`config.mk`:
```
export PLATFORM = sky130hd
export DESIGN_NAME = vend_ctrl_flat
export DESIGN_NICKNAME = d
export VERILOG_FILES = /design/src/rtl/vend_ctrl_pkg.sv /design/src/rtl/vend_ctrl_if.sv /design/src/rtl/vend_coin_arb.sv /design/src/rtl/vend_ctrl.sv /design/src/flat_wrapper.sv
export SDC_FILE = /design/constraint.sdc
export NUM_CORES = 1
export LEC_CHECK = 0
export CAP_MARGIN = 15
export CORE_ASPECT_RATIO = 0.8
export CORE_MARGIN = 4
export CORE_UTILIZATION = 55
export DETAILED_ROUTE_END_ITERATION = 12
export PLACE_DENSITY = 0.85
export SYNTH_ARGS = -nofsm -noshare
export SYNTH_HDL_FRONTEND = slang
export SYNTH_HIERARCHICAL = 1
export SYNTH_SLANG_ARGS = --single-unit
```
`constraint.sdc`:
```
create_clock -name i_clk -period 5.5 [get_ports i_clk]
set_input_delay 0.825 -clock i_clk [delete_from_list [all_inputs] [get_ports i_clk]]
set_output_delay 0.825 -clock i_clk [all_outputs]
set_load 0.05 [all_outputs]
```
`src/rtl/vend_ctrl_pkg.sv`:
```
// Shared types, coin constants and small helpers for the vending controller.
// The state encoding and credit width are common to the top and coin arbiter.
package vend_ctrl_pkg;

  localparam int CREDIT_W = 5;

  localparam logic [CREDIT_W-1:0] COIN_1_VAL = 5'd1;
  localparam logic [CREDIT_W-1:0] COIN_2_VAL = 5'd2;
  localparam logic [CREDIT_W-1:0] COIN_5_VAL = 5'd5;

  typedef enum logic [2:0] {
    ST_IDLE   = 3'd0,
    ST_ACCEPT = 3'd1,
    ST_VEND   = 3'd2,
    ST_CHANGE = 3'd3,
    ST_DONE   = 3'd4
  } state_t;

  typedef enum logic [1:0] {
    GNT_NONE = 2'd0,
    GNT_1    = 2'd1,
    GNT_2    = 2'd2,
    GNT_5    = 2'd3
  } grant_t;

  function automatic logic [CREDIT_W-1:0] grant_value(input grant_t grant);
    logic [CREDIT_W-1:0] val;
    case (grant)
      GNT_1:   val = COIN_1_VAL;
      GNT_2:   val = COIN_2_VAL;
      GNT_5:   val = COIN_5_VAL;
      default: val = 5'd0;
    endcase
    return val;
  endfunction

  // Saturating up/down step; a simultaneous increment and decrement cancel out.
  function automatic logic [1:0] pend_next(input logic [1:0] cur, input logic inc, input logic dec);
    logic [1:0] nxt;
    if (inc && !dec) begin
      nxt = (cur == 2'd3) ? 2'd3 : cur + 2'd1;
    end else if (!inc && dec) begin
      nxt = cur - 2'd1;
    end else begin
      nxt = cur;
    end
    return nxt;
  endfunction

endpackage

```
`src/rtl/vend_ctrl_if.sv`:
```
// Coin, price, dispenser and change-hopper signals of the vending controller.
// The slave modport is the controller's view; master is the surrounding machine.
interface vend_ctrl_if;
  import vend_ctrl_pkg::*;

  logic                i_1yuan;
  logic                i_2yuan;
  logic                i_5yuan;
  logic [3:0]          i_price;
  logic                i_cancel;
  logic                o_vend_req;
  logic                i_vend_ack;
  logic                o_chg_1yuan;
  logic                o_chg_2yuan;
  logic                o_chg_5yuan;
  logic                i_chg_ready;
  logic [CREDIT_W-1:0] o_credit;
  logic                o_busy;
  logic                o_done;
  logic                o_coin_err;

  modport master (
    output i_1yuan, i_2yuan, i_5yuan, i_price, i_cancel, i_vend_ack, i_chg_ready,
    input  o_vend_req, o_chg_1yuan, o_chg_2yuan, o_chg_5yuan, o_credit, o_busy, o_done, o_coin_err
  );

  modport slave (
    input  i_1yuan, i_2yuan, i_5yuan, i_price, i_cancel, i_vend_ack, i_chg_ready,
    output o_vend_req, o_chg_1yuan, o_chg_2yuan, o_chg_5yuan, o_credit, o_busy, o_done, o_coin_err
  );

endinterface

```
`src/rtl/vend_coin_arb.sv`:
```
// Per-denomination pending coin counters with a fixed-priority (5 > 2 > 1) grant.
// Grants come from registered counts only, so a coin is credited one edge after its pulse.
module vend_coin_arb
  import vend_ctrl_pkg::*;
(
  input  logic   i_clk,
  input  logic   i_rst_n,
  input  logic   i_1yuan,
  input  logic   i_2yuan,
  input  logic   i_5yuan,
  input  logic   i_grant_en,
  output grant_t o_grant,
  output logic   o_coin_err
);

  logic [1:0] pend1_r;
  logic [1:0] pend2_r;
  logic [1:0] pend5_r;
  logic       coin_err_r;
  grant_t     grant_s;
  logic       ovf_s;

  // Pick the highest-value held coin when the controller can take one.
  always_comb begin
    grant_s = GNT_NONE;
    if (!i_grant_en) begin
      grant_s = GNT_NONE;
    end else if (pend5_r != 2'd0) begin
      grant_s = GNT_5;
    end else if (pend2_r != 2'd0) begin
      grant_s = GNT_2;
    end else if (pend1_r != 2'd0) begin
      grant_s = GNT_1;
    end else begin
      grant_s = GNT_NONE;
    end
  end

  // A coin is lost only when it lands on a full counter that is not draining this cycle.
  assign ovf_s = (i_1yuan && (grant_s != GNT_1) && (pend1_r == 2'd3)) ||
                 (i_2yuan && (grant_s != GNT_2) && (pend2_r == 2'd3)) ||
                 (i_5yuan && (grant_s != GNT_5) && (pend5_r == 2'd3));

  // Pending counters and the sticky overflow flag.
  always_ff @(posedge i_clk or negedge i_rst_n) begin
    if (!i_rst_n) begin
      pend1_r    <= 2'd0;
      pend2_r    <= 2'd0;
      pend5_r    <= 2'd0;
      coin_err_r <= 1'b0;
    end else begin
      pend1_r    <= pend_next(pend1_r, i_1yuan, grant_s == GNT_1);
      pend2_r    <= pend_next(pend2_r, i_2yuan, grant_s == GNT_2);
      pend5_r    <= pend_next(pend5_r, i_5yuan, grant_s == GNT_5);
      coin_err_r <= coin_err_r | ovf_s;
    end
  end

  assign o_grant    = grant_s;
  assign o_coin_err = coin_err_r;

endmodule

```
`src/rtl/vend_ctrl.sv`:
```
// Vending controller: transaction FSM, credit accumulation and change payout.
// All outputs are registered from the next-state decode so they align with the state.
module vend_ctrl
  import vend_ctrl_pkg::*;
(
  input  logic       i_clk,
  input  logic       i_rst_n,
  vend_ctrl_if.slave bus
);

  state_t              state_r;
  state_t              state_nxt_s;
  logic [CREDIT_W-1:0] credit_r;
  logic [CREDIT_W-1:0] credit_nxt_s;
  logic [CREDIT_W-1:0] change_r;
  logic [CREDIT_W-1:0] change_nxt_s;
  logic [3:0]          price_r;
  logic [3:0]          price_eff_s;
  logic [CREDIT_W-1:0] price_ext_s;
  logic                grant_en_s;
  grant_t              grant_s;
  logic                coin_err_s;
  logic                pay1_s;
  logic                pay2_s;
  logic                pay5_s;
  logic [CREDIT_W-1:0] pay_val_s;
  logic [CREDIT_W-1:0] change_left_s;
  logic [CREDIT_W-1:0] vend_change_s;
  logic                chg1_nxt_s;
  logic                chg2_nxt_s;
  logic                chg5_nxt_s;
  logic                vend_req_r;
  logic                busy_r;
  logic                done_r;
  logic                chg1_r;
  logic                chg2_r;
  logic                chg5_r;

  vend_coin_arb u_coin_arb (
    .i_clk      (i_clk),
    .i_rst_n    (i_rst_n),
    .i_1yuan    (bus.i_1yuan),
    .i_2yuan    (bus.i_2yuan),
    .i_5yuan    (bus.i_5yuan),
    .i_grant_en (grant_en_s),
    .o_grant    (grant_s),
    .o_coin_err (coin_err_s)
  );

  assign price_eff_s   = (bus.i_price == 4'd0) ? 4'd1 : bus.i_price;
  assign price_ext_s   = {1'b0, price_r};
  assign vend_change_s = credit_r - price_ext_s;
  assign change_left_s = change_r - pay_val_s;

  // Coins are taken in IDLE, or in ACCEPT while short of price and not cancelling.
  always_comb begin
    grant_en_s = 1'b0;
    case (state_r)
      ST_IDLE:   grant_en_s = 1'b1;
      ST_ACCEPT: grant_en_s = !bus.i_cancel && (credit_r < price_ext_s);
      default:   grant_en_s = 1'b0;
    endcase
  end

  // Largest change coin that still fits the remaining change.
  always_comb begin
    pay1_s    = 1'b0;
    pay2_s    = 1'b0;
    pay5_s    = 1'b0;
    pay_val_s = 5'd0;
    if (change_r >= COIN_5_VAL) begin
      pay5_s    = 1'b1;
      pay_val_s = COIN_5_VAL;
    end else if (change_r >= COIN_2_VAL) begin
      pay2_s    = 1'b1;
      pay_val_s = COIN_2_VAL;
    end else if (change_r >= COIN_1_VAL) begin
      pay1_s    = 1'b1;
      pay_val_s = COIN_1_VAL;
    end else begin
      pay_val_s = 5'd0;
    end
  end

  // Next-state, credit, change and change-pulse decode.
  always_comb begin
    state_nxt_s  = state_r;
    credit_nxt_s = credit_r + grant_value(grant_s);
    change_nxt_s = change_r;
    chg1_nxt_s   = 1'b0;
    chg2_nxt_s   = 1'b0;
    chg5_nxt_s   = 1'b0;
    case (state_r)
      ST_IDLE: begin
        if (grant_s != GNT_NONE) begin
          state_nxt_s = ST_ACCEPT;
        end else begin
          state_nxt_s = ST_IDLE;
        end
      end
      ST_ACCEPT: begin
        if (bus.i_cancel) begin
          state_nxt_s  = ST_CHANGE;
          change_nxt_s = credit_r;
        end else if (credit_r >= price_ext_s) begin
          state_nxt_s = ST_VEND;
        end else begin
          state_nxt_s = ST_ACCEPT;
        end
      end
      ST_VEND: begin
        if (bus.i_vend_ack) begin
          change_nxt_s = vend_change_s;
          state_nxt_s  = (vend_change_s == 5'd0) ? ST_DONE : ST_CHANGE;
        end else begin
          state_nxt_s = ST_VEND;
        end
      end
      ST_CHANGE: begin
        if (bus.i_chg_ready) begin
          chg1_nxt_s   = pay1_s;
          chg2_nxt_s   = pay2_s;
          chg5_nxt_s   = pay5_s;
          change_nxt_s = change_left_s;
          state_nxt_s  = (change_left_s == 5'd0) ? ST_DONE : ST_CHANGE;
        end else begin
          state_nxt_s = ST_CHANGE;
        end
      end
      ST_DONE: begin
        credit_nxt_s = 5'd0;
        state_nxt_s  = ST_IDLE;
      end
      default: begin
        state_nxt_s  = ST_IDLE;
        credit_nxt_s = 5'd0;
        change_nxt_s = 5'd0;
      end
    endcase
  end

  // State, datapath and registered outputs.
  always_ff @(posedge i_clk or negedge i_rst_n) begin
    if (!i_rst_n) begin
      state_r    <= ST_IDLE;
      credit_r   <= 5'd0;
      change_r   <= 5'd0;
      price_r    <= 4'd0;
      vend_req_r <= 1'b0;
      busy_r     <= 1'b0;
      done_r     <= 1'b0;
      chg1_r     <= 1'b0;
      chg2_r     <= 1'b0;
      chg5_r     <= 1'b0;
    end else begin
      state_r    <= state_nxt_s;
      credit_r   <= credit_nxt_s;
      change_r   <= change_nxt_s;
      price_r    <= (state_r == ST_IDLE) ? price_eff_s : price_r;
      vend_req_r <= (state_nxt_s == ST_VEND);
      busy_r     <= (state_nxt_s != ST_IDLE);
      done_r     <= (state_nxt_s == ST_DONE);
      chg1_r     <= chg1_nxt_s;
      chg2_r     <= chg2_nxt_s;
      chg5_r     <= chg5_nxt_s;
    end
  end

  assign bus.o_vend_req  = vend_req_r;
  assign bus.o_chg_1yuan = chg1_r;
  assign bus.o_chg_2yuan = chg2_r;
  assign bus.o_chg_5yuan = chg5_r;
  assign bus.o_credit    = credit_r;
  assign bus.o_busy      = busy_r;
  assign bus.o_done      = done_r;
  assign bus.o_coin_err  = coin_err_s;

endmodule
```
`src/flat_wrapper.sv`:
```
// flat-port wrapper written by rule: the top's interface ports become plain ports
module vend_ctrl_flat import vend_ctrl_pkg::*;
  (i_clk, i_rst_n, bus_i_1yuan, bus_i_2yuan, bus_i_5yuan, bus_i_price, bus_i_cancel, bus_i_vend_ack, bus_i_chg_ready, bus_o_vend_req, bus_o_chg_1yuan, bus_o_chg_2yuan, bus_o_chg_5yuan, bus_o_credit, bus_o_busy, bus_o_done, bus_o_coin_err);
  vend_ctrl_if bus_i ();
  input  logic i_clk;
  input  logic i_rst_n;
  input wire logic [$bits(bus_i.i_1yuan)-1:0] bus_i_1yuan;
  input wire logic [$bits(bus_i.i_2yuan)-1:0] bus_i_2yuan;
  input wire logic [$bits(bus_i.i_5yuan)-1:0] bus_i_5yuan;
  input wire logic [$bits(bus_i.i_price)-1:0] bus_i_price;
  input wire logic [$bits(bus_i.i_cancel)-1:0] bus_i_cancel;
  input wire logic [$bits(bus_i.i_vend_ack)-1:0] bus_i_vend_ack;
  input wire logic [$bits(bus_i.i_chg_ready)-1:0] bus_i_chg_ready;
  output wire logic [$bits(bus_i.o_vend_req)-1:0] bus_o_vend_req;
  output wire logic [$bits(bus_i.o_chg_1yuan)-1:0] bus_o_chg_1yuan;
  output wire logic [$bits(bus_i.o_chg_2yuan)-1:0] bus_o_chg_2yuan;
  output wire logic [$bits(bus_i.o_chg_5yuan)-1:0] bus_o_chg_5yuan;
  output wire logic [$bits(bus_i.o_credit)-1:0] bus_o_credit;
  output wire logic [$bits(bus_i.o_busy)-1:0] bus_o_busy;
  output wire logic [$bits(bus_i.o_done)-1:0] bus_o_done;
  output wire logic [$bits(bus_i.o_coin_err)-1:0] bus_o_coin_err;
  assign bus_i.i_1yuan = bus_i_1yuan;
  assign bus_i.i_2yuan = bus_i_2yuan;
  assign bus_i.i_5yuan = bus_i_5yuan;
  assign bus_i.i_price = bus_i_price;
  assign bus_i.i_cancel = bus_i_cancel;
  assign bus_i.i_vend_ack = bus_i_vend_ack;
  assign bus_i.i_chg_ready = bus_i_chg_ready;
  assign bus_o_vend_req = bus_i.o_vend_req;
  assign bus_o_chg_1yuan = bus_i.o_chg_1yuan;
  assign bus_o_chg_2yuan = bus_i.o_chg_2yuan;
  assign bus_o_chg_5yuan = bus_i.o_chg_5yuan;
  assign bus_o_credit = bus_i.o_credit;
  assign bus_o_busy = bus_i.o_busy;
  assign bus_o_done = bus_i.o_done;
  assign bus_o_coin_err = bus_i.o_coin_err;
  vend_ctrl u_core (.i_clk(i_clk), .i_rst_n(i_rst_n), .bus(bus_i));
endmodule
```
## Yosys cells after proc, flatten, opt, wreduce, memory -nomap -nowiden

Cells that the tools add are included.

| storage, ports and cells | value |
|---|---|
| register bits | 30 |
| bits of input ports | 12 |
| output and inout port bits | 12 |

| operators by class | value |
|---|---|
| $add $sub $neg | 9 |
| equality and inequality tests | 18 |
| reductions and logical operators | 37 |
| multiplexer cells | 44 |
| bitwise operators | 2 |
| $lt $le $gt $ge | 5 |

Operator list:

| kind | count |
|---|---|
| $mux 5 | 6 |
| $mux 2 | 13 |
| $pmux 5 s4 | 1 |
| $mux 1 | 15 |
| $mux 3 | 5 |
| $reduce_bool 2->1 | 7 |
| $logic_and 1x1->1 | 13 |
| $pmux 3 s4 | 1 |
| $eq 2x2->1 const B | 5 |
| $logic_not 5->1 | 2 |
| $ne 2x2->1 const B | 5 |
| $eq 3x2->1 const B | 3 |
| $pmux 3 s3 | 1 |
| $logic_not 1->1 | 7 |
| $add 2x1->2 const B | 3 |
| $eq 3x3->1 const B | 2 |
| $sub 2x1->2 const B | 3 |
| $add 5x3->5 | 1 |
| $ge 5x1->1 const B | 1 |
| $ge 5x2->1 const B | 1 |
| $ge 5x3->1 const B | 1 |
| $ge 5x4->1 | 1 |
| $lt 5x4->1 | 1 |
| $sub 5x4->5 | 1 |
| other kinds (15) | 16 |

## Logic depth before layout (Yosys ltp)

| depth | value |
|---|---|
| depth in word-level cells | 11 |
| mapped depth | 14 |

## Modules after synthesis

The synthesis kept the hierarchy.

By module, submodules not included:

| module | cells an instance | area an instance (µm²) | sequential area each (µm²) | times used |
|---|---|---|---|---|
| vend_ctrl | 176 | 1,595.3 | 575.6 | 1 |
| vend_coin_arb | 55 | 576.8 | 175.2 | 1 |

## Worst setup path before layout

OpenSTA, ideal clock, no wires.

| timing path | value |
|---|---|
| kind | flip-flop to flip-flop |
| from | reg u_core.credit_r[2] (netlist: u_core/bus.o_credit[2]) |
| to | reg u_core.credit_r[3] (netlist: u_core/bus.o_credit[3]) |
| path buffers | 0 |
| data required time | 5.368 ns |
| cell stages (with the launch flop) | 13 |
| path slack | 2.016 ns |
| arrival | 3.352 ns |
| path through | dfrtp_1 -> ha_1 -> a21oi_1 -> a21boi_1 -> or4_1 -> a21boi_0 -> a21boi_0 -> nor2b_1 -> ha_1 -> a21o_1 -> a21oi_1 -> xor2_1 -> nor2_1 |

| on the way | value |
|---|---|
| cells in the longest elaborated chain, start to end | 8 |

Ends and longest elaborated chain:

| element | RTL line | text |
|---|---|---|
| from (decl) | vend_ctrl.sv:13 | `logic [CREDIT_W-1:0] credit_r;` |
| from (signal assigned) | vend_ctrl.sv:157 | `credit_r <= credit_nxt_s;` |
| $lt 5x4->1 (*) | vend_ctrl.sv:60 | `ST_ACCEPT: grant_en_s = !bus.i_cancel && (credit_r < price_ext_s);` |
| $logic_and 1x1->1 (*) | vend_ctrl.sv:60 |  |
| $pmux 1 s2 (*) | vend_ctrl.sv:58 | `case (state_r)` |
| via u_core.grant_en_s | vend_ctrl.sv:20 | `logic grant_en_s;` |
| $mux 2 (*) | vend_coin_arb.sv:26 | `if (!i_grant_en) begin` |
| via u_core.grant_s[1] | vend_ctrl.sv:21 | `grant_t grant_s;` |
| $eq 2x2->1 or $eq 2x1->1 (tied branches) | vend_ctrl_pkg.sv:28 | `case (grant)` |
| $pmux 3 s3 (*) | vend_ctrl_pkg.sv:28 |  |
| $add 5x3->5 (*) | vend_ctrl.sv:88 | `credit_nxt_s = credit_r + grant_value(grant_s);` |
| $mux 5 (*) | vend_ctrl.sv:93 | `case (state_r)` |
| via u_core.credit_nxt_s[3] | vend_ctrl.sv:14 | `logic [CREDIT_W-1:0] credit_nxt_s;` |

Mark *: on every way through the listed nets, which the timed path passes. The rest lies on a longest branch.
A chain may end at the register's enable or synchronous reset.

## Worst setup path after layout

Same ends and word-level chain as after synthesis.

==> summary.md <==
| Metric | Value |
|---|---|
| Top cells by area, synth | `dfrtp_1 (35%), ha_1 (14%), nor2_1 (4.0%), inv_1 (3.1%), mux2_2 (3.1%)` |
| Clock buffer depth | `2` |
| IO buf count | `23` |
| Tightest Pin Transition | `about 0.7 ns` |
| Syn Area/Cell | `~9.4 um2` |
| Post-synth EDFFs | `0` |
| P&R area growth vs syn | `16.53%` |
| Router iterations before antenna repair | `5` |
| Post-synth top area cell | `dfrtp_1` |
| CTS resizes | `0` |
| Max FO, Critical Path | `7` |
| Largest net degree at the start of global routing | `31` |
| Final number of hold-violating endpoints | `0` |
| Setup crit end kind | `register` |
| Vias in the first global route | `roughly 1.7k` |
| Setup TNS | `0 ns` |
| Ant. Diodes | `0` |
| First-pass GRT wire length | `between 8000 and 9000 um` |
| Vias post-DR | `1774` |
| Gr usage total | `0.2024` |
| Skew final | `about 0.0046 ns` |
| Initial antenna violation count | `0` |
| Die width | `78.26 um` |
| GP Congestion | `between 0.8 and 0.9` |
| Seq/Total Area, Yosys | `0.3456` |
| Die outline area | `just over 5000 um2` |
| Rel. slew slack | `0.5238` |
| CTS H-tree lvls | `2` |
| Vias/cell | `~5.7` |
| Wire length per cell | `approximately 14 um` |
| Clock root cell | `clkbuf_8` |
| RSZ-0062 raised after global routing | `no` |
| Fin cells | `311` |
| Min cycle time layout | `roughly 3.7 ns` |
| Async set-reset flop share out of synthesis | `1.000` |
| # setup viols final | `0` |
| F_max | `around 270 MHz` |
| Final net count | `around 300` |
| CP Class | `reg2reg` |
| CTS sink cnt | `30` |
| Die Y-Extent | `64.21 um` |
| #FFs+latches synth | `30` |
| Synth warnings | `6` |
| DR WL met3 | `between 300 and 400 um` |
| Post CTS Setup Buffer Count | `0` |
| Status | `complete, no violations` |
| Share of layout cells above drive strength 1 | `0.08594` |
| Hold-fix buffers, CTS | `0` |
| Worst EP arrival | `roughly 3.8 ns` |
| # fillers | `323` |
| Placed cells | `304` |
| DRC viols | `0` |
| Met1 wire length | `2129 um` |
| Max-slew violations | `0` |
| Clock transition at path regs | `roughly 0.06 ns` |
| Initial Util | `0.5711` |
| Initial DRC Count | `160` |
| Num CTS Buffers | `5` |
| Top-area cell type share of the netlist area | `0.3456` |
| Library cells used by synthesis | `51` |
| Prevailing post-synth register cell | `dfrtp_1` |
| Min-delay worst type | `reg2reg` |
| Detailed Route WL | `4483 um` |
| CTS tree | `yes` |
| Max-cap violation count | `0` |
| Boundary Pins | `24` |
| WP data required | `about 5.6 ns` |
| Syn_nets | `between 200 and 300` |
| DP HPWL | `3411 um` |
| Grt ovf | `0` |
| Startpoint Class | `register` |
| Post-Syn Area | `~2200 um2` |
| WL met2 | `roughly 2000 um` |
| Core Box Area | `about 3800 um2` |
| Final cycle utilization of the critical path | `0.6722` |
| Synthesized instance count | `approximately 230` |
| Num rows | `20` |
| Top sig layer | `met4` |
| Clk_lat worst skew | `around 0.28 ns` |
| Post-route ant nets | `0` |
## metal layers
metal	GRT usage	vias to the layer above
li1	-	872
met1	0.2736	834
met2	0.3002	62
met3	0.07183	6
met4	0.06987	0
met5	0	-
## cells in the mapped netlist, drive strengths merged (2+ instances only)
library cell / count
dfrtp: 30
ha: 25
nor2: 23
inv: 18
nand2: 17
o21ai: 14
a21oi: 11
mux2: 9
nand3: 9
nor2b: 6
a21boi: 4
clkbuf: 4
nand2b: 4
nor3: 4
xor2: 4
a21o: 3
a22oi: 3
fa: 3
nand4: 3
or4: 3
xnor2: 3
a31oi: 2
and2: 2
and3: 2
buf: 2
nand3b: 2
o211ai: 2
o31ai: 2
or3: 2
## registers in the layout, indices dropped and copies added (netlist names)
| name | count |
|---|---|
| u_core/u_coin_arb/pend1_r | 2 |
| u_core/change_r | 5 |
| u_core/bus.o_chg_1yuan | 1 |
| u_core/bus.o_chg_2yuan | 1 |
| u_core/u_coin_arb/pend2_r | 2 |
| u_core/price_r | 4 |
| u_core/u_coin_arb/o_coin_err | 1 |
| u_core/bus.o_done | 1 |
| u_core/bus.o_credit | 5 |
| u_core/bus.o_chg_5yuan | 1 |
| u_core/state_r | 3 |
| u_core/bus.o_vend_req | 1 |
| u_core/bus.o_busy | 1 |
| u_core/u_coin_arb/pend5_r | 2 |
## path summary, 6_finish.rpt
path / slack (ns) / cells past startpoint / from / end
min in group asynchronous: 0.93 / 2 / i_rst_n / u_core/bus.o_busy
min: 0.48 / 2 / u_core/u_coin_arb/o_coin_err / u_core/u_coin_arb/o_coin_err
max in group asynchronous: 4.29 / 2 / i_rst_n / u_core/u_coin_arb/pend2_r[1]
min reg2reg: 0.48 / 2 / u_core/u_coin_arb/o_coin_err / u_core/u_coin_arb/o_coin_err
max: 1.80 / 12 / u_core/bus.o_credit[2] / u_core/bus.o_credit[3]
max reg2reg: 1.80 / 12 / u_core/bus.o_credit[2] / u_core/bus.o_credit[3]
## worst max-delay path: stages (launching register included)
cell,delay (ns)
dfrtp_1,0.43
ha_1,0.42
a21oi_1,0.22
a21boi_1,0.14
or4_1,0.43
a21boi_0,0.45
a21boi_0,0.43
nor2b_1,0.15
ha_1,0.32
a21o_1,0.19
a21oi_1,0.16
xor2_1,0.18
nor2_1,0.05
## logic make-up (layout without fill, tap and decap cells)
family                     count (synthesis)  after routing  share of synthesized area
buffers and inverters                     24             49                    0.04204
muxes                                     10             10                    0.05126
and+or+nand+nor                           81             81                     0.1947
AOI/OAI and AO/OA                         51             51                     0.1665
adders and majority gates                 28             28                     0.1717
DFF                                       30             30                     0.3456
xor gates and xnor gates                   7              7                    0.02823
## cell usage in the layout (no fill, tap or decap), types with 6 or more instances in the layout
cell,n
a21oi_1,11
o21ai_0,8
inv_1,18
clkdlybuf4s50_1,23
nand3_1,9
nor2_1,23
dfrtp_1,30
nand2_1,17
ha_1,25
mux2_2,6
## area by class of cell
class | count | area [um2] | area share
Clock buffer | 7 | 76.32 | 0.03015
Inverter | 18 | 67.56 | 0.02669
Multi-Input combinational cell | 177 | 1330 | 0.5255
Sequential cell | 30 | 750.7 | 0.2966
Tap cell | 55 | 68.82 | 0.02719
Timing Repair Buffer | 24 | 237.7 | 0.09392
## through the flow
stage	hold slack [ns]	setup WS, ns	utilization	cell area [um2]
2_1_floorplan	0.4793	2.016	-	2172
3_3_place_gp	0.4673	1.777	0.6454	2455
3_5_place_dp	0.4689	1.636	0.6454	2455
4_1_cts	0.4827	1.832	0.6655	2531
5_1_grt	0.5172	1.502	0.6655	2531
6_report	0.4822	1.803	0.6655	2531
Power is left out: the tool's default activity adds up to more than one toggle a clock period on the data nets, which glitch-free logic cannot reach.
